<file path="config.mk">
export PLATFORM = sky130hd
export DESIGN_NAME = hwag_coil_bank
export DESIGN_NICKNAME = d
export VERILOG_FILES = /design/src/rtl/hwag_coil_pkg.sv /design/src/rtl/hwag_coil_channel.sv /design/src/rtl/hwag_coil_bank.sv
export SDC_FILE = /design/constraint.sdc
export NUM_CORES = 2
export LEC_CHECK = 0
export ABC_AREA = 1
export CAP_MARGIN = 20
export CORE_MARGIN = 2
export CORE_UTILIZATION = 60
export CTS_CLUSTER_SIZE = 25
export DETAILED_ROUTE_END_ITERATION = 16
export GPL_TIMING_DRIVEN = 0
export PLACE_DENSITY_LB_ADDON = 0.15
export SETUP_SLACK_MARGIN = 0.02
export SYNTH_ARGS = -nofsm -noshare
export SYNTH_HDL_FRONTEND = slang
export SYNTH_SLANG_ARGS = --single-unit
</file>
<file path="constraint.sdc">
create_clock -name clk -period 93 [get_ports clk]
set_input_delay 13.95 -clock clk [delete_from_list [all_inputs] [get_ports clk]]
set_output_delay 13.95 -clock clk [all_outputs]
set_load 0.03 [all_outputs]
</file>
<file path="src/rtl/hwag_coil_pkg.sv">
// Shared types and helpers for the HWAG ignition coil bank.
package hwag_coil_pkg;

  localparam logic [1:0] CFG_PHASE = 2'd0;
  localparam logic [1:0] CFG_SET   = 2'd1;
  localparam logic [1:0] CFG_RESET = 2'd2;
  localparam logic [1:0] CFG_DWELL = 2'd3;

  typedef enum logic [1:0] {
    OFF     = 2'd0,
    ON      = 2'd1,
    LOCKOUT = 2'd2
  } coil_state_t;

  // True when point p lies in the half-open arc (prev, cur] of the cycle.
  function automatic logic crossed(input logic [31:0] prev,
                                   input logic [31:0] cur,
                                   input logic [31:0] p);
    logic hit;
    if (cur == prev) begin
      hit = 1'b0;
    end else if (cur > prev) begin
      hit = (p > prev) && (p <= cur);
    end else begin
      hit = (p > prev) || (p <= cur);
    end
    return hit;
  endfunction

endpackage

</file>
<file path="src/rtl/hwag_coil_channel.sv">
// One coil channel: shadowed config, phase-shifted angle, crossing detect,
// on/off/lockout FSM with max-dwell timer.
module hwag_coil_channel
  import hwag_coil_pkg::*;
#(
  parameter int unsigned ANGLE_W   = 24,
  parameter int unsigned MAX_ANGLE = 3839,
  parameter int unsigned DWELL_W   = 24
) (
  input  logic               clk,
  input  logic               rst,
  input  logic               hwag_start,
  input  logic [ANGLE_W-1:0] acnt,
  input  logic               acnt_vld,
  input  logic               cfg_we,
  input  logic [1:0]         cfg_reg,
  input  logic [31:0]        cfg_data,
  input  logic               status_clr,
  output logic               coil_out,
  output logic               coil_timeout
);

  localparam int unsigned SUM_W = ANGLE_W + 1;

  logic [ANGLE_W-1:0] off_act, set_ang_act, rst_ang_act;
  logic [ANGLE_W-1:0] off_pnd, set_ang_pnd, rst_ang_pnd;
  logic [DWELL_W-1:0] dwell_act, dwell_pnd;
  logic [3:0]         pnd_flg;

  logic [ANGLE_W-1:0] ch_ang, ch_ang_nxt, prev_ang;
  logic               ch_vld, prev_vld;
  logic [SUM_W-1:0]   ang_sum;

  logic               ang_ok, wr_phase, wr_set, wr_reset, wr_dwell;
  logic               eval, set_x, reset_x, wrap, commit;

  coil_state_t        state, state_nxt;
  logic [DWELL_W-1:0] timer, timer_nxt, timer_inc;
  logic               timeout_set;

  assign ang_ok   = cfg_data <= 32'(MAX_ANGLE);
  assign wr_phase = cfg_we && (cfg_reg == CFG_PHASE) && ang_ok;
  assign wr_set   = cfg_we && (cfg_reg == CFG_SET) && ang_ok;
  assign wr_reset = cfg_we && (cfg_reg == CFG_RESET) && ang_ok;
  assign wr_dwell = cfg_we && (cfg_reg == CFG_DWELL);

  assign ang_sum    = {1'b0, acnt} + {1'b0, off_act};
  assign ch_ang_nxt = (ang_sum > SUM_W'(MAX_ANGLE))
                    ? ANGLE_W'(ang_sum - SUM_W'(MAX_ANGLE + 1))
                    : ANGLE_W'(ang_sum);

  assign eval    = ch_vld && prev_vld;
  assign set_x   = eval && crossed(32'(prev_ang), 32'(ch_ang), 32'(set_ang_act));
  assign reset_x = eval && crossed(32'(prev_ang), 32'(ch_ang), 32'(rst_ang_act));
  assign wrap    = eval && (ch_ang < prev_ang);
  assign commit  = !hwag_start || wrap;

  // Shadow registers: a write landing on a commit clock stays pending.
  always_ff @(posedge clk or posedge rst) begin
    if (rst) begin
      off_act     <= '0;
      set_ang_act <= '0;
      rst_ang_act <= '0;
      dwell_act   <= '0;
      off_pnd     <= '0;
      set_ang_pnd <= '0;
      rst_ang_pnd <= '0;
      dwell_pnd   <= '0;
      pnd_flg     <= '0;
    end else begin
      if (commit) begin
        if (pnd_flg[0]) off_act     <= off_pnd;
        if (pnd_flg[1]) set_ang_act <= set_ang_pnd;
        if (pnd_flg[2]) rst_ang_act <= rst_ang_pnd;
        if (pnd_flg[3]) dwell_act   <= dwell_pnd;
        pnd_flg <= '0;
      end
      if (wr_phase) begin
        off_pnd    <= cfg_data[ANGLE_W-1:0];
        pnd_flg[0] <= 1'b1;
      end
      if (wr_set) begin
        set_ang_pnd <= cfg_data[ANGLE_W-1:0];
        pnd_flg[1]  <= 1'b1;
      end
      if (wr_reset) begin
        rst_ang_pnd <= cfg_data[ANGLE_W-1:0];
        pnd_flg[2]  <= 1'b1;
      end
      if (wr_dwell) begin
        dwell_pnd  <= cfg_data[DWELL_W-1:0];
        pnd_flg[3] <= 1'b1;
      end
    end
  end

  // Stage 1 channel angle, then previous-sample tracking.
  always_ff @(posedge clk or posedge rst) begin
    if (rst) begin
      ch_ang   <= '0;
      ch_vld   <= 1'b0;
      prev_ang <= '0;
      prev_vld <= 1'b0;
    end else begin
      ch_vld <= acnt_vld;
      if (acnt_vld) ch_ang <= ch_ang_nxt;
      if (!hwag_start) begin
        prev_vld <= 1'b0;
      end else if (ch_vld) begin
        prev_ang <= ch_ang;
        prev_vld <= 1'b1;
      end
    end
  end

  assign timer_inc = timer + DWELL_W'(1);

  always_comb begin
    state_nxt   = state;
    timer_nxt   = '0;
    timeout_set = 1'b0;
    if (hwag_start) begin
      case (state)
        OFF: begin
          if (set_x && !reset_x) state_nxt = ON;
        end
        ON: begin
          timer_nxt = timer_inc;
          if (reset_x) begin
            state_nxt = OFF;
            timer_nxt = '0;
          end else if ((dwell_act != '0) && (timer_inc == dwell_act)) begin
            state_nxt   = LOCKOUT;
            timer_nxt   = '0;
            timeout_set = 1'b1;
          end
        end
        LOCKOUT: begin
          if (reset_x || wrap) state_nxt = OFF;
        end
        default: state_nxt = OFF;
      endcase
    end else begin
      state_nxt = OFF;
    end
  end

  always_ff @(posedge clk or posedge rst) begin
    if (rst) begin
      state        <= OFF;
      timer        <= '0;
      coil_out     <= 1'b0;
      coil_timeout <= 1'b0;
    end else begin
      state    <= state_nxt;
      timer    <= timer_nxt;
      coil_out <= (state_nxt == ON);
      if (timeout_set) begin
        coil_timeout <= 1'b1;
      end else if (status_clr) begin
        coil_timeout <= 1'b0;
      end
    end
  end

endmodule

</file>
<file path="src/rtl/hwag_coil_bank.sv">
// N-channel ignition coil bank on the HWAG angle path; decodes config writes
// to the addressed channel.
module hwag_coil_bank
  import hwag_coil_pkg::*;
#(
  parameter int unsigned N_CH      = 4,
  parameter int unsigned ANGLE_W   = 24,
  parameter int unsigned MAX_ANGLE = 3839,
  parameter int unsigned DWELL_W   = 24,
  localparam int unsigned CH_W     = (N_CH > 1) ? $clog2(N_CH) : 1
) (
  input  logic               clk,
  input  logic               rst,
  input  logic               hwag_start,
  input  logic [ANGLE_W-1:0] acnt,
  input  logic               acnt_vld,
  input  logic               cfg_we,
  input  logic [CH_W-1:0]    cfg_ch,
  input  logic [1:0]         cfg_reg,
  input  logic [31:0]        cfg_data,
  input  logic               status_clr,
  output logic [N_CH-1:0]    coil_out,
  output logic [N_CH-1:0]    coil_timeout
);

  // Channel numbers at or above N_CH match no instance and are dropped.
  for (genvar i = 0; i < N_CH; i++) begin : g_ch
    hwag_coil_channel #(
      .ANGLE_W  (ANGLE_W),
      .MAX_ANGLE(MAX_ANGLE),
      .DWELL_W  (DWELL_W)
    ) u_ch (
      .clk         (clk),
      .rst         (rst),
      .hwag_start  (hwag_start),
      .acnt        (acnt),
      .acnt_vld    (acnt_vld),
      .cfg_we      (cfg_we && (cfg_ch == CH_W'(i))),
      .cfg_reg     (cfg_reg),
      .cfg_data    (cfg_data),
      .status_clr  (status_clr),
      .coil_out    (coil_out[i]),
      .coil_timeout(coil_timeout[i])
    );
  end

endmodule

</file>
### Word level (Yosys, flattened, before mapping)

Index checks and enable logic that the tools add are counted.
Widths: inputs -> output; s select.

* $lt $le $gt $ge: 29
* add/sub/neg operators: 12
* equal/unequal tests: 27
* reductions and logical operators: 129
* muxes and demuxes: 103

Operators with widths (number)
* $mux 24: 20
* $gt 24x24->1: 12
* $eq 24x24->1: 8
* $le 24x24->1: 8
* $add 24x24->25: 4
* $gt 25x12->1 const B: 4
* $add 24x1->24 const B: 4
* $lt 24x24->1: 4
* $reduce_bool 24->1: 4
* $sub 24x12->24 const B: 4
* $logic_and 1x1->1: 61
* $mux 1: 55
* $mux 2: 20
* $reduce_bool 2->1: 20
* $reduce_and 2->1: 17
* $le 32x12->1 const B: 1
* $pmux 2 s3: 4
* $eq 2x1->1 const B: 10
* $eq 2x2->1 const B: 8
* $logic_or 1x1->1: 16
* $mux 4: 4
* $logic_not 2->1: 6
* $logic_not 1->1: 5
* $ne 2x1->1 const B: 1

* register bits: 1090
* output and inout bits: 8
* logic and storage cells: 374

### Longest topological paths before layout

* depth in word-level cells: 11
* depth in mapped cells: 24

### Cells and area by module

Synthesis repeated with hierarchy kept, for this count alone.

* cell total of the unflattened synthesis: 8220
* area, all modules: 65404.0 sq um

By module, submodules not included
* hwag_coil_channel at g_ch[0].u_ch ...: cells an instance 2099, seq. area each 6856.6 sq um, instances 2, area an instance 16527.1 sq um
* hwag_coil_channel at g_ch[1].u_ch: cells an instance 2047, seq. area each 6856.6 sq um, instances 1, area an instance 16171.8 sq um
* hwag_coil_channel at g_ch[3].u_ch: cells an instance 1967, seq. area each 6856.6 sq um, instances 1, area an instance 16148.0 sq um
* hwag_coil_bank: cells an instance 8, seq. area each 0.0 sq um, instances 1, area an instance 30.0 sq um

### Worst setup path after synthesis

Ideal clock, no wire load.

* path type: input to register
* start: in acnt[0]
* end: reg g_ch[1].u_ch.ch_ang[20]
* path buffers: 1
* data arrival time: 16.225 ns
* path slack: 76.654 ns
* stages on the path: 21
* path through: ha_1 > inv_1 > fa_1 > inv_1 > nand3_1 > nand2_1 > nand2_1 > nand2_2 > xnor2_2 > ha_1 > a21boi_0 > nand2_1 > nor2_1 > nand2_1 > nor2_1 > nand2_1 > nand2_2 > nand2_4 > buf_6 > nand3_2 > o21ai_2

* word-level cells in the longest chain between the ends: 3
* elaborated cells on any way between the ends: 4
* classes of those cells: 2 x add/sub; 1 x order compare; 1 x mux

RTL lines
* start: declaration: line hwag_coil_bank.sv:15 `input logic [ANGLE_W-1:0] acnt,`
* $add 24x24->25 (*): line hwag_coil_channel.sv:47 `assign ang_sum = {1'b0, acnt} + {1'b0, off_act};`
* $sub 24x12->24 / $gt 25x12->1 (equally long branches): line hwag_coil_channel.sv:49, hwag_coil_channel.sv:48
* $mux 24 (*): line hwag_coil_channel.sv:49 `? ANGLE_W'(ang_sum - SUM_W'(MAX_ANGLE + 1))`
* end signal: assignment: line hwag_coil_channel.sv:106 `if (acnt_vld) ch_ang <= ch_ang_nxt;`
* end: declaration: line hwag_coil_channel.sv:30 `logic [ANGLE_W-1:0] ch_ang, ch_ang_nxt, prev_ang;`

Every way passes the cells marked *; elsewhere a longest branch is shown, timed or not.
A chain may end at the register's enable or synchronous reset.

### Worst setup path in the final report

* start: in acnt[1]
* end: reg g_ch[3].u_ch.ch_ang[17]

* word-level cells in the longest chain between the ends: 3
* elaborated cells on any way between the ends: 4
* classes of those cells: 2 x add/sub; 1 x order compare; 1 x mux

RTL lines (line)
* $add 24x24->25 (*): hwag_coil_channel.sv:47
* $sub 24x12->24 / $gt 25x12->1 (equally long branches): hwag_coil_channel.sv:49, hwag_coil_channel.sv:48
* $mux 24 (*): hwag_coil_channel.sv:49
* end signal: assignment: hwag_coil_channel.sv:106
* end: declaration: hwag_coil_channel.sv:30

Marked as above.

==> results.json <==
{
  "async_reset_ff_frac": 1.00,
  "postCtsHoldBufs": 0,
  "dr.first_iter.drc_count": 4160,
  "timing.critical_path.required_ns": 93.65,
  "yosysTopAreaCellShare": 0.434,
  "timing.critical_path.slowest_stage_cell": "sky130_fd_sc_hd__clkdlybuf4s50_1",
  "post_route_cells_drive_above_1_share": 0.0769,
  "synth.top_cells.by_count": "sky130_fd_sc_hd__nand2_1, sky130_fd_sc_hd__dfrtp_1, sky130_fd_sc_hd__inv_1",
  "finish.cell_count_without_fillers": 9384,
  "yosys_warnings": 0,
  "cts_root_buffer": "sky130_fd_sc_hd__clkbuf_16",
  "place_inst": 9170,
  "cpLargestDelayFamily": "buffers and inverters",
  "timing.rr.start": "g_ch[0].u_ch.prev_ang[19]",
  "max_cap_viol_count": 0,
  "synth.net_count": 8356,
  "die_h_um": 328,
  "whs_path_depth": 2,
  "status": "complete, no violations",
  "cts_tree": "done",
  "worst_clock_skew_ns": 0.0268,
  "clock_latency_ns": 0.73,
  "timing.final.setup_violations": 0,
  "ff2ff_path_depth": 11,
  "syn_avg_cell_area_sq_um": 8.17,
  "post_cts.resized_instances": 0,
  "tightestPinTransition_ns": 1.19,
  "holdWs_ns": 0.479,
  "numCtsBuffers": 113,
  "io_buffer_count": 72,
  "ys.flop_type": "sky130_fd_sc_hd__dfrtp_1",
  "synth_area_sq_um": 62900,
  "wl_per_cell_um": 19.3,
  "groute.usage.overall": 0.340,
  "routed_wl_mm": 181,
  "grt_first_pass_wirelength_mm": 285,
  "antenna_violating_nets_post_route": 0,
  "max_frequency_mhz": 56.4,
  "crit_path_start_kind": "primary input",
  "worst_path_buffer_plus_inverter_count": 6,
  "min_from": "g_ch[1].u_ch.prev_vld",
  "core_area_sq_um": 104000,
  "internal_reg_to_reg_setup_slack_ns": 89.37,
  "worst-setup-path-type": "in -> reg",
  "yosys.cell_count.top_type": "sky130_fd_sc_hd__nand2_1",
  "cp_data_arrival_time_ns": 18.38,
  "synth-seq-cells": 1090,
  "timing.critical_path.fanout_max": 10,
  "final_max_slew_viol_count": 0,
  "grt_setup_unrepaired": "no",
  "detailed_place_hpwl_mm": 141,
  "yosys.area.top_type": "sky130_fd_sc_hd__dfrtp_1",
  "cpPeakStageDelay_ns": 1.01,
  "cts_buffer_depth": 3,
  "drt_pass1_iterations": 6,
  "num_rows": 118,
  "chipWidth_um": 328,
  "critPathCaptureType": "flop",
  "num_vias": 52671,
  "final.period_utilization": 0.191,
  "timing.critical_path.mode_cell": "sky130_fd_sc_hd__inv_1",
  "die_area_sq_um": 107000,
  "post-route-min-period_ns": 17.73,
  "initial_core_util": 0.606,
  "area_growth_pct": 10.8,
  "largest_net_degree_at_the_start_of_global_routing": 138,
  "finish.net_count": 8565,
  "worstPathCellList": "clkdlybuf4s50_1, inv_1, fa_1, inv_1, nand2_1, o21ai_2, nand2_1, nand2_1, xor2_1, inv_1, ha_1, inv_1, nor3_1, nand3_1, nand2_2, nand2_4, buf_6, nand3_1, o21ai_2",
  "worstSetupStartpoint": "acnt[1]",
  "crit-reg2reg-capture": "g_ch[0].u_ch.state[1]",
  "cts.sinks": 1090,
  "cts_max_level": 3,
  "globalplace.congestion": 0.952,
  "cts.clk_slew.worst_paths_ns": 0.06,
  "post_synth_inst_count": 7698,
  "powerDensity_nw_per_um2": 17.1,
  "vdd_ir_drop_max_v": 0.0000156,
  "synth-edff-count": 0,
  "hold_fails_final_rpt": 0,
  "vias_per_cell": 5.61,
  "worst_hold_path_type": "reg -> reg",
  "design.portCount": 74,
  "yosysSeqAreaShare": 0.434,
  "postCtsSetupBuffers": 0,
  "grt_overflow_total": 0,
  "grt_antenna_before_repair": 15,
  "power.leakage_uw": 0.0365,
  "synth.area.top_cells": "sky130_fd_sc_hd__dfrtp_1, sky130_fd_sc_hd__ha_1, sky130_fd_sc_hd__nand2_1",
  "first_global_vias": 51589,
  "holdPathEnd": "g_ch[1].u_ch.prev_vld",
  "total_power_uw": 1190,
  "finalSetupTns_ns": 0,
  "drcViolationCount": 0,
  "synth_cell_types": 65,
  "max-slew-margin-rel": 0.208
}
## registers in the layout (all words and copies together), names as in the netlist, 8 cells and up
register / flops
g_ch.u_ch.ch_ang: 96
g_ch.u_ch.dwell_act: 96
g_ch.u_ch.dwell_pnd: 96
g_ch.u_ch.off_act: 96
g_ch.u_ch.off_pnd: 96
g_ch.u_ch.pnd_flg: 16
g_ch.u_ch.prev_ang: 96
g_ch.u_ch.rst_ang_act: 96
g_ch.u_ch.rst_ang_pnd: 96
g_ch.u_ch.set_ang_act: 96
g_ch.u_ch.set_ang_pnd: 96
g_ch.u_ch.state: 8
g_ch.u_ch.timer: 96
## cell usage in the layout, fill, tap and decap left out, drive strengths merged, types with 11 or more instances in the layout
| cell type | netlist | routed |
|---|---|---|
| a21oi | 408 | 408 |
| buf | 70 | 92 |
| bufinv | 0 | 11 |
| clkbuf | 119 | 277 |
| clkdlybuf4s50 | 0 | 72 |
| clkinv | 3 | 28 |
| dfrtp | 1090 | 1090 |
| ha | 588 | 588 |
| inv | 989 | 995 |
| mux2 | 141 | 141 |
| nand2 | 1904 | 1904 |
| nand3 | 404 | 404 |
| nand3b | 18 | 18 |
| nand4 | 137 | 137 |
| nor2 | 722 | 722 |
| nor3 | 81 | 81 |
| nor4 | 23 | 23 |
| o211ai | 24 | 24 |
| o21a | 11 | 11 |
| o21ai | 726 | 726 |
| o21bai | 20 | 20 |
| or2 | 15 | 15 |
| xnor2 | 31 | 31 |
| xor2 | 121 | 121 |
## worst max-delay path by stage
stage,cells past startpoint,to
floorplan,1,g_ch[0].u_ch.ch_ang[0]
global placement,2,g_ch[0].u_ch.timer[18]
global route,17,g_ch[3].u_ch.ch_ang[20]
finish,19,g_ch[3].u_ch.ch_ang[17]
CTS,17,g_ch[3].u_ch.ch_ang[20]
detailed placement,17,g_ch[3].u_ch.ch_ang[20]
## cell families (layout without fill, tap and decap cells)
logic type,after synthesis,after routing,synth area share
and+or+nand+nor,3325,3325,0.226
AOI/OAI and AO/OA,1217,1217,0.101
buffers and inverters,1181,1484,0.0734
DFF,1090,1090,0.434
adders and majority gates,592,592,0.118
xor gates and xnor gates,152,152,0.0219
muxes,141,141,0.0253
other,0,3,0
## report_power, final
group          internal, uW  switching, uW
Combinational          61.4            123
Sequential              510           24.2
Clock                   274            197
Total                   845            344
## worst reg2reg max path, stage by stage, from the launching register on
cell                      delay (ns)
sky130_fd_sc_hd__dfrtp_1        0.36
sky130_fd_sc_hd__inv_1          0.10
sky130_fd_sc_hd__ha_1           0.31
sky130_fd_sc_hd__nand2_1        0.09
sky130_fd_sc_hd__nor3_1         0.18
sky130_fd_sc_hd__nand4_1        0.23
sky130_fd_sc_hd__nor4_1         0.62
sky130_fd_sc_hd__or2_2          0.25
sky130_fd_sc_hd__nor2_1         0.06
sky130_fd_sc_hd__a21oi_1        0.49
sky130_fd_sc_hd__nand3_1        0.45
sky130_fd_sc_hd__a21oi_1        0.38
## final cells by class
type                    count  area [sq um]
inverters                 992          3730
flip-flops and latches   1090         27300
repair buffers             94          1170
clock buffers             158          3240
diodes                      3          7.51
plain buffers             189           888
clock inverters            51           629
multi-input cells        5427         31000
well taps                1380          1730
fillers                  8761         34100
## per-stage QoR
step	utilization	setup WS (ns)	area, sq um
floorplan	-	48.36	62900
global placement	0.629	36.78	65300
detailed placement	0.634	74.64	65800
CTS	0.671	75.42	69600
global route	0.671	75.09	69600
finish	0.671	75.27	69600
## metal layers
metal	routed length, um	GRT usage	vias to the layer above
li1	-	-	25568
met1	77000	0.446	25225
met2	84200	0.559	1453
met3	10500	0.0523	423
met4	8990	0.155	2
met5	18	0	-
Note: power is estimated with default switching activity, not from simulation.
